===== src/rtl/l1_cache_pkg.sv =====
// Shared types and constants for the L1 data cache sequencing controller.
package l1_cache_pkg;

    // Controller state encoding
    typedef enum logic [1:0] {
        IDLE      = 2'd0,
        TAG_CHECK = 2'd1,
        WRITEBACK = 2'd2,
        ALLOCATE  = 2'd3
    } state_t;

    // Write-data source select for the SRAM merge mux
    localparam logic SEL_CPU  = 1'b0;
    localparam logic SEL_DRAM = 1'b1;

    // DRAM address source select
    localparam logic ADDR_VICTIM = 1'b0;
    localparam logic ADDR_REQ    = 1'b1;

    localparam int unsigned CNT_WIDTH_DEFAULT = 16;

    // A missing line must be written back first only if it holds modified data
    function automatic logic needs_writeback(input logic valid, input logic dirty);
        return valid & dirty;
    endfunction

endpackage


===== src/rtl/l1_cache_ctrl_sat_counter.sv =====
// Saturating up-counter used for the cache statistics.
module sat_counter #(
    parameter int unsigned width = 16
) (
    input  logic             clk,
    input  logic             rst,
    input  logic             inc,
    output logic [width-1:0] count
);

    // Count increments, holding at all-ones instead of wrapping
    always_ff @(posedge clk) begin
        if (rst) begin
            count <= '0;
        end else if (inc && (count != '1)) begin
            count <= count + width'(1);
        end
    end

endmodule


===== src/rtl/l1_cache_ctrl.sv =====
// Sequencing controller for a direct-mapped, write-back, write-allocate L1 data cache.
module l1_cache_ctrl
    import l1_cache_pkg::*;
#(
    parameter int unsigned cnt_width = CNT_WIDTH_DEFAULT
) (
    input  logic                 clk,
    input  logic                 rst,
    input  logic                 cache_cs,
    input  logic                 cache_we,
    output logic                 cache_ack,
    input  logic                 cache_hit,
    input  logic                 cache_valid,
    input  logic                 cache_dirty_i,
    output logic                 cache_dirty_o,
    output logic                 sram_we,
    output logic                 sram_data_sel,
    output logic                 dram_addr_sel,
    output logic                 dram_cs,
    output logic                 dram_we,
    input  logic                 dram_ack,
    output logic                 busy,
    output logic [cnt_width-1:0] hit_count,
    output logic [cnt_width-1:0] miss_count,
    output logic [cnt_width-1:0] wb_count
);

    state_t state;
    state_t state_next;
    logic   refilled;
    logic   hit_inc;
    logic   miss_inc;
    logic   wb_inc;

    // Next-state decode
    always_comb begin
        state_next = state;
        case (state)
            IDLE: begin
                if (cache_cs) state_next = TAG_CHECK;
            end
            TAG_CHECK: begin
                if (!cache_cs || cache_hit) begin
                    state_next = IDLE;
                end else if (needs_writeback(cache_valid, cache_dirty_i)) begin
                    state_next = WRITEBACK;
                end else begin
                    state_next = ALLOCATE;
                end
            end
            WRITEBACK: begin
                if (dram_ack) state_next = ALLOCATE;
            end
            ALLOCATE: begin
                if (dram_ack) state_next = TAG_CHECK;
            end
            default: state_next = IDLE;
        endcase
    end

    // State, refill flag and state-decoded outputs, registered from the next state
    always_ff @(posedge clk) begin
        if (rst) begin
            state         <= IDLE;
            refilled      <= 1'b0;
            busy          <= 1'b0;
            dram_cs       <= 1'b0;
            dram_we       <= 1'b0;
            dram_addr_sel <= ADDR_VICTIM;
        end else begin
            state         <= state_next;
            busy          <= (state_next != IDLE);
            dram_cs       <= (state_next == WRITEBACK) || (state_next == ALLOCATE);
            dram_we       <= (state_next == WRITEBACK);
            dram_addr_sel <= (state_next == ALLOCATE) ? ADDR_REQ : ADDR_VICTIM;
            if (state_next == IDLE) begin
                refilled <= 1'b0;
            end else if ((state == ALLOCATE) && dram_ack) begin
                refilled <= 1'b1;
            end
        end
    end

    // Request completion and SRAM write control, decoded from state and status
    always_comb begin
        cache_ack     = 1'b0;
        sram_we       = 1'b0;
        sram_data_sel = SEL_CPU;
        cache_dirty_o = 1'b0;
        case (state)
            TAG_CHECK: begin
                if (cache_cs && cache_hit) begin
                    cache_ack = 1'b1;
                    if (cache_we) begin
                        sram_we       = 1'b1;
                        sram_data_sel = SEL_CPU;
                        cache_dirty_o = 1'b1;
                    end
                end
            end
            ALLOCATE: begin
                if (dram_ack) begin
                    sram_we       = 1'b1;
                    sram_data_sel = SEL_DRAM;
                    cache_dirty_o = 1'b0;
                end
            end
            default: ;
        endcase
    end

    // Statistics events; a retry after refill is not counted as a hit
    always_comb begin
        hit_inc  = (state == TAG_CHECK) && cache_cs && cache_hit && !refilled;
        miss_inc = (state == TAG_CHECK) && cache_cs && !cache_hit;
        wb_inc   = (state == WRITEBACK) && dram_ack;
    end

    sat_counter #(.width(cnt_width)) u_hit_cnt (
        .clk   (clk),
        .rst   (rst),
        .inc   (hit_inc),
        .count (hit_count)
    );

    sat_counter #(.width(cnt_width)) u_miss_cnt (
        .clk   (clk),
        .rst   (rst),
        .inc   (miss_inc),
        .count (miss_count)
    );

    sat_counter #(.width(cnt_width)) u_wb_cnt (
        .clk   (clk),
        .rst   (rst),
        .inc   (wb_inc),
        .count (wb_count)
    );

endmodule


===== config.mk =====
export PLATFORM = sky130hd
export DESIGN_NAME = l1_cache_ctrl
export DESIGN_NICKNAME = d
export VERILOG_FILES = /design/src/rtl/l1_cache_pkg.sv /design/src/rtl/l1_cache_ctrl_sat_counter.sv /design/src/rtl/l1_cache_ctrl.sv
export SDC_FILE = /design/constraint.sdc
export NUM_CORES = 1
export LEC_CHECK = 0
export ABC_AREA = 1
export ABC_CLOCK_PERIOD_IN_PS = 2000
export CORE_AREA = 3 3 166 87
export DETAILED_ROUTE_END_ITERATION = 6
export DIE_AREA = 0 0 169 90
export GPL_ROUTABILITY_DRIVEN = 0
export PLACE_DENSITY = 0.49
export SYNTH_ARGS = -nofsm -noshare
export SYNTH_HDL_FRONTEND = slang
export SYNTH_SLANG_ARGS = --single-unit
export TNS_END_PERCENT = 20

===== constraint.sdc =====
create_clock -name clk -period 2 [get_ports clk]
set_input_delay 0.2 -clock clk [delete_from_list [all_inputs] [get_ports clk]]
set_output_delay 0.2 -clock clk [all_outputs]
set_load 0.03 [all_outputs]

==> results of run 1 <==
[cells in the final DEF (no fill, tap or decap), types with 12 or more instances in the layout]
cell type | Yosys | final
clkdlybuf4s50_1 | 0 | 59
nand4_1 | 12 | 12
nand2_1 | 133 | 133
nor2_2 | 13 | 13
dfxtp_1 | 55 | 55
nand3_1 | 36 | 36
inv_1 | 34 | 34
a21oi_1 | 31 | 31
o21ai_0 | 14 | 13
nor2_1 | 98 | 98
[timing repair]
item / CTS / global route
endpoints found under the setup margin: 1 / 1
pin swaps: 0 / 0
gates resized for setup: 1 / 1
[per-layer routing]
layer  global-route usage [%]  vias up
li1                         -     1704
met1                     15.5     1421
met2                     17.7       52
met3                     2.45        8
met4                     2.50        0
met5                        0        -
[worst max-delay path by stage]
stage,from,end,slack [ns],cells after the start
after global placement,cache_cs,cache_ack,0.18,4
after floorplan,state[1],sram_we,0.19,5
after CTS,state[1],cache_ack,0.03,4
after detailed placement,cache_cs,cache_ack,0.16,4
after global routing,u_wb_cnt.count[0],u_wb_cnt.count[1],0.17,8
final,state[1],sram_data_sel,0.29,3
[final cells by class]
type,instances,area (µm²)
sequential,55,1100
inverter,40,153
tap,170,213
clock buffer,8,156
multi-input combinational,382,1830
fill,1378,8650
timing repair buffer,71,699
[power groups by stage]
stage / combinational (W) / sequential, W / clock [W]
floorplan: 0.0000749 / 0.00115 / 0
global placement: 0.000152 / 0.00114 / 0
detailed placement: 0.000153 / 0.00114 / 0
CTS: 0.000154 / 0.00111 / 0.000995
global route: 0.000168 / 0.00112 / 0.00103
finish: 0.000151 / 0.00111 / 0.000929
[registers in the layout (all words and copies together) (netlist names)]
name / flops
u_hit_cnt.count: 16
u_miss_cnt.count: 16
u_wb_cnt.count: 16
state: 2
busy: 1
dram_addr_sel: 1
dram_cs: 1
dram_we: 1
refilled: 1
[cells in the mapped netlist, drive strengths merged]
cell type and count:
a21oi 31, a22oi 1, a31oi 3, and2 3, buf 3, clkbuf 4, clkinv 2, dfxtp 55
ha 3, inv 38, nand2 139, nand3 41, nand3b 4, nand4 12, nor2 120, nor3 9
o21ai 14, xor2 2
[logic make-up (layout without fill, tap and decap cells)]
group / after synthesis / in the layout / synth area share, %
compound gates: 49 / 49 / 8.07
xor+xnor: 2 / 2 / 0.562
fa+ha+maj: 3 / 3 / 1.20
buf+inv: 47 / 119 / 5.90
flops: 55 / 55 / 35.3
simple gates: 328 / 328 / 48.9
[worst min-delay path: stages (launching register included)]
cell	delay, ns
dfxtp_1	0.36
nand2_1	0.08
a21oi_1	0.05
[through the flow]
step / instances / setup WS, ns
floorplan: 484 / 0.188
global placement: 718 / 0.178
detailed placement: 718 / 0.159
CTS: 726 / 0.0258
global route: 726 / 0.169
finish: 726 / 0.286
==> flow_summary.toml, run 1 <==
[placement]
io_buffers = 63
placed_area_um2 = 4000
post-dp-hpwl_um = 6460

[detailed_routing]
drt_pre_antenna_iters = 4
detail_route.wl_per_cell_um = 11.7
routed_via_density = 4.39
dr.max_layer_used = "met4"
wl_met1_um = 4310
drt_iter0_drc = 133
drcViolationCount = 0
num_vias = 3185
ant_nets = 0
routed-wl-met2_um = 3740
dr_wl_met3_um = 339
wirelength_um = 8480

[setup_path]
arrival_ns = 1.51
critPathMaxStageDelay_ns = 0.54
cp_num_buf_inv = 1
crit-reg2reg-capture = "u_wb_cnt.count[0]"
setup.worst_path.class = "flip-flop to primary output"
required_ns = 1.80
critical_path.startpoint_type = "flip-flop"
cpMaxStageDelayCell = "dfxtp_1"
path_cells = "nand2_2, nor2_1, dlygate4sd2_1"
r2r-start = "u_wb_cnt.count[0]"
end_kind = "primary output"
regToRegSetupSlack_ns = 0.37
crit_fanout = 6
r2r_cells = 8
crit_family = "flip-flops"

[grt]
grt_pass1_vias = 2916
antenna_found_initial = 0
grt_max_degree = 21
grt_pass1_wl_um = 14300
grt_usage_pct = 11.1
grt-ovfl-total = 0

[synth]
ys_ff_latch = 55
ys.warnings.count = 0
syn_inst = 484
syn_nets = 495
synth_seq_area_share_pct = 35.3
yosys-top-cells-area = "dfxtp_1 35%, nand2_1 16%, nor2_1 12%"
ys_types = 30
yosysTopAreaCellShare_pct = 35.3
synth_top_area_cell = "dfxtp_1"
syn_avg_cell_area_um2 = 6.44
syn-cell-area_um2 = 3120

[power_and_ir_drop]
internal_power_w = 0.00170
sw_frac_of_total_pct = 22.6
clock_power_share_pct = 42.4
pwr-share-seq_pct = 50.8
power.density_nw_per_um2 = 528
leakagePower_nw = 1.49
p_total_w = 0.00219
switching_power_w = 0.000496
ir_drop_v = 0.000296
pwr-share-comb_pct = 6.9

[clocking]
clkTransAtPathRegs_ns = 0.07
cts_hold_buf = 0
cts_max_path_buffers = 2
cts_tree = "built"
cts_setup_buffers = 0
htree_levels = 2
cts-root-buf = "clkbuf_16"
insertion_delay_ns = 0.29
numCtsBuffers = 5
clkSinkCount = 55

[timing]
finalCritPeriodShare_pct = 85.7
slew_headroom_pct = 73.8
tns_ns = 0
worstMarginPinSlew_ns = 0.391
setup_viol = 0
hold_viol = 0
fmax_ghz = 0.583
finalCriticalPeriod_ns = 1.71
drv_slew = 0
fin_worst_skew_ns = 0.00776
finalHoldWorstSlack_ns = 0.538
rsz0062_at_grt = "false"

[cells_and_area]
utilization_pct = 32.4
final_cell_area_um2 = 4150
area_growth_pct = 33.3
drive_above_1_share_pct = 10.1
fin_nets = 566
antenna_cells = 0

[min_path]
worstHoldPathType = "flip-flop to flip-flop"
min_to = "u_wb_cnt.count[12]"
hold_start = "u_wb_cnt.count[12]"
min_path_cells = 2

[die]
core_um2 = 12800
die_w_um = 169
io_pins = 64
start_util_pct = 24.3
rows = 29
die_y_um = 90
dieArea_um2 = 15200

[outcome]
status = "completed"

[flow_run]
maxCapViolCount = 0
(Power assumes the default switching activity.)
==> inputs of run 2 (changes only) <==
- CTS_CLUSTER_DIAMETER: unset -> 60
==> results of run 2 <==
Final layout, timing and power as in run 1 (identical DEF).
==> inputs of run 3 (changes only) <==
- DONT_BUFFER_PORTS: unset -> 1
- MAX_ROUTING_LAYER: unset -> met4
- PLACE_DENSITY: 0.49 -> 0.43
==> flow_summary.toml, run 3 (synthesized netlist as in run 1, its figures left out) <==
[grt]
grt_pass1_vias = 2786
grt_max_degree = 27
grt_use_met3_pct = 3.68
grt-busiest-layer = "met2"
antenna_found_initial = 0
grt_usage_pct = 11.9
grt-ovfl-total = 0
grt_pass1_wl_um = 14500
use_met1_pct = 15.8
gr-usage-met2_pct = 17.8

[timing]
finalHoldWorstSlack_ns = 0.121
worstMarginPinSlew_ns = 0.527
slew_headroom_pct = 64.8
finalCritPeriodShare_pct = 84.9
tns_ns = 0
drv_slew = 0
fmax_ghz = 0.589
rsz0062_at_grt = "false"
finalCriticalPeriod_ns = 1.70
hold_viol = 0
fin_worst_skew_ns = 0.0159
setup_viol = 0

[clocking]
cts_tree = "built"
cts_max_path_buffers = 2
cts-root-buf = "clkbuf_16"
clkSinkCount = 55
insertion_delay_ns = 0.30
clkTransAtPathRegs_ns = 0.07
numCtsBuffers = 5
cts_setup_buffers = 0
htree_levels = 2

[setup_path]
critical_path.startpoint_type = "flip-flop"
setup.worst_path.class = "flip-flop to flip-flop"
end_kind = "flip-flop"
arrival_ns = 1.88
crit_fanout = 12
required_ns = 2.18

[detailed_routing]
drt_pre_antenna_iters = 4
drt_iter0_drc = 133
wirelength_um = 8940
routed_via_density = 4.40
detail_route.wl_per_cell_um = 12.6
num_vias = 3131
drcViolationCount = 0
ant_nets = 0

[outcome]
status = "completed"

[die]
die_y_um = 90
core_um2 = 12800
die_w_um = 169
dieArea_um2 = 15200
io_pins = 64
start_util_pct = 24.3
rows = 29

[power_and_ir_drop]
p_total_w = 0.00212
power.density_nw_per_um2 = 550
leakagePower_nw = 1.50
ir_drop_v = 0.000235

[placement]
post-dp-hpwl_um = 6870
io_buffers = 0

[cells_and_area]
nFillCells = 1409
reg_top3 = "u_hit_cnt.count (16), u_miss_cnt.count (16), u_wb_cnt.count (16)"
antenna_cells = 0
mostFrequentLayoutCell = "nand2_1"
fin_nets = 551
area_growth_pct = 23.8
drive_above_1_share_pct = 18.5
final_cell_mix = "133 x nand2_1, 98 x nor2_1, 55 x dfxtp_1, 55 x buf_4, 36 x nand3_1"

[min_path]
worstHoldPathType = "primary input to flip-flop"

[flow_run]
maxCapViolCount = 0
## run 3: cell count changes in the layout (fill, tap and decap cells not counted), sizes merged
cell,change
clkdlybuf4s50,-59
buf,+45
clkbuf,-1
clkinv,+1
dlygate4sd2,-1
dlygate4sd3,+1
dlymetal6s2s,-1
## run 3: per-stage QoR
| step | setup WS [ns] | util (%) | instances | cell area [µm²] |
|---|---|---|---|---|
| after global placement | 0.365 | 29.0 | 702 | 3710 |
| final | 0.302 | 30.1 | 711 | 3860 |
| after detailed placement | 0.307 | 29.0 | 702 | 3710 |
| after CTS | 0.291 | 30.1 | 711 | 3860 |
| after global routing | 0.104 | 30.1 | 711 | 3860 |
| after floorplan | 0.188 | - | 484 | 3120 |
## run 3: critical path, cell delays in order, from the launching register on
cell	delay, ns
dfxtp_1	0.35
ha_1	0.22
nand2_1	0.08
nor2_2	0.12
nand4_1	0.45
a21oi_1	0.30
nor2_1	0.06
## run 3: worst paths after layout
check	slack, ns	endpoint	depth (start not counted)	start
worst max-delay path	0.30	u_wb_cnt.count[9]	6	u_wb_cnt.count[1]
worst min-delay path	0.12	dram_addr_sel	3	dram_ack
worst max register to register	0.30	u_wb_cnt.count[9]	6	u_wb_cnt.count[1]
worst min register to register	0.53	u_wb_cnt.count[2]	2	u_wb_cnt.count[2]
## run 3: cell type report
class                      count  area, µm²  share of cell area [%]
clock inverter                 1       5.00                   0.130
sequential                    55       1100                    28.5
tap                          170        213                    5.51
timing repair buffer          56        423                    11.0
clock buffer                   7        133                    3.44
multi-input combinational    382       1830                    47.5
inverter                      40        153                    3.96
## run 3: layer usage
layer / vias to the layer above / share of wire (%)
met5: - / 0
met1: 1399 / 50
met4: 0 / 1.2
li1: 1665 / -
met3: 9 / 5.6
met2: 58 / 43
## run 3: power breakdown
group	total [W]	leakage (nW)	switching, W	internal, W
Sequential	0.00112	0.444	0.0000161	0.00110
Combinational	0.000115	0.987	0.0000804	0.0000347
Clock	0.000888	0.0679	0.000422	0.000466
## run 3: repair_timing
| action | 4_1_cts | 5_1_grt |
|---|---|---|
| hold buffers | 1 | 0 |
| hold endpoints to repair | 7 | 0 |
| gates resized for setup | 0 | 0 |
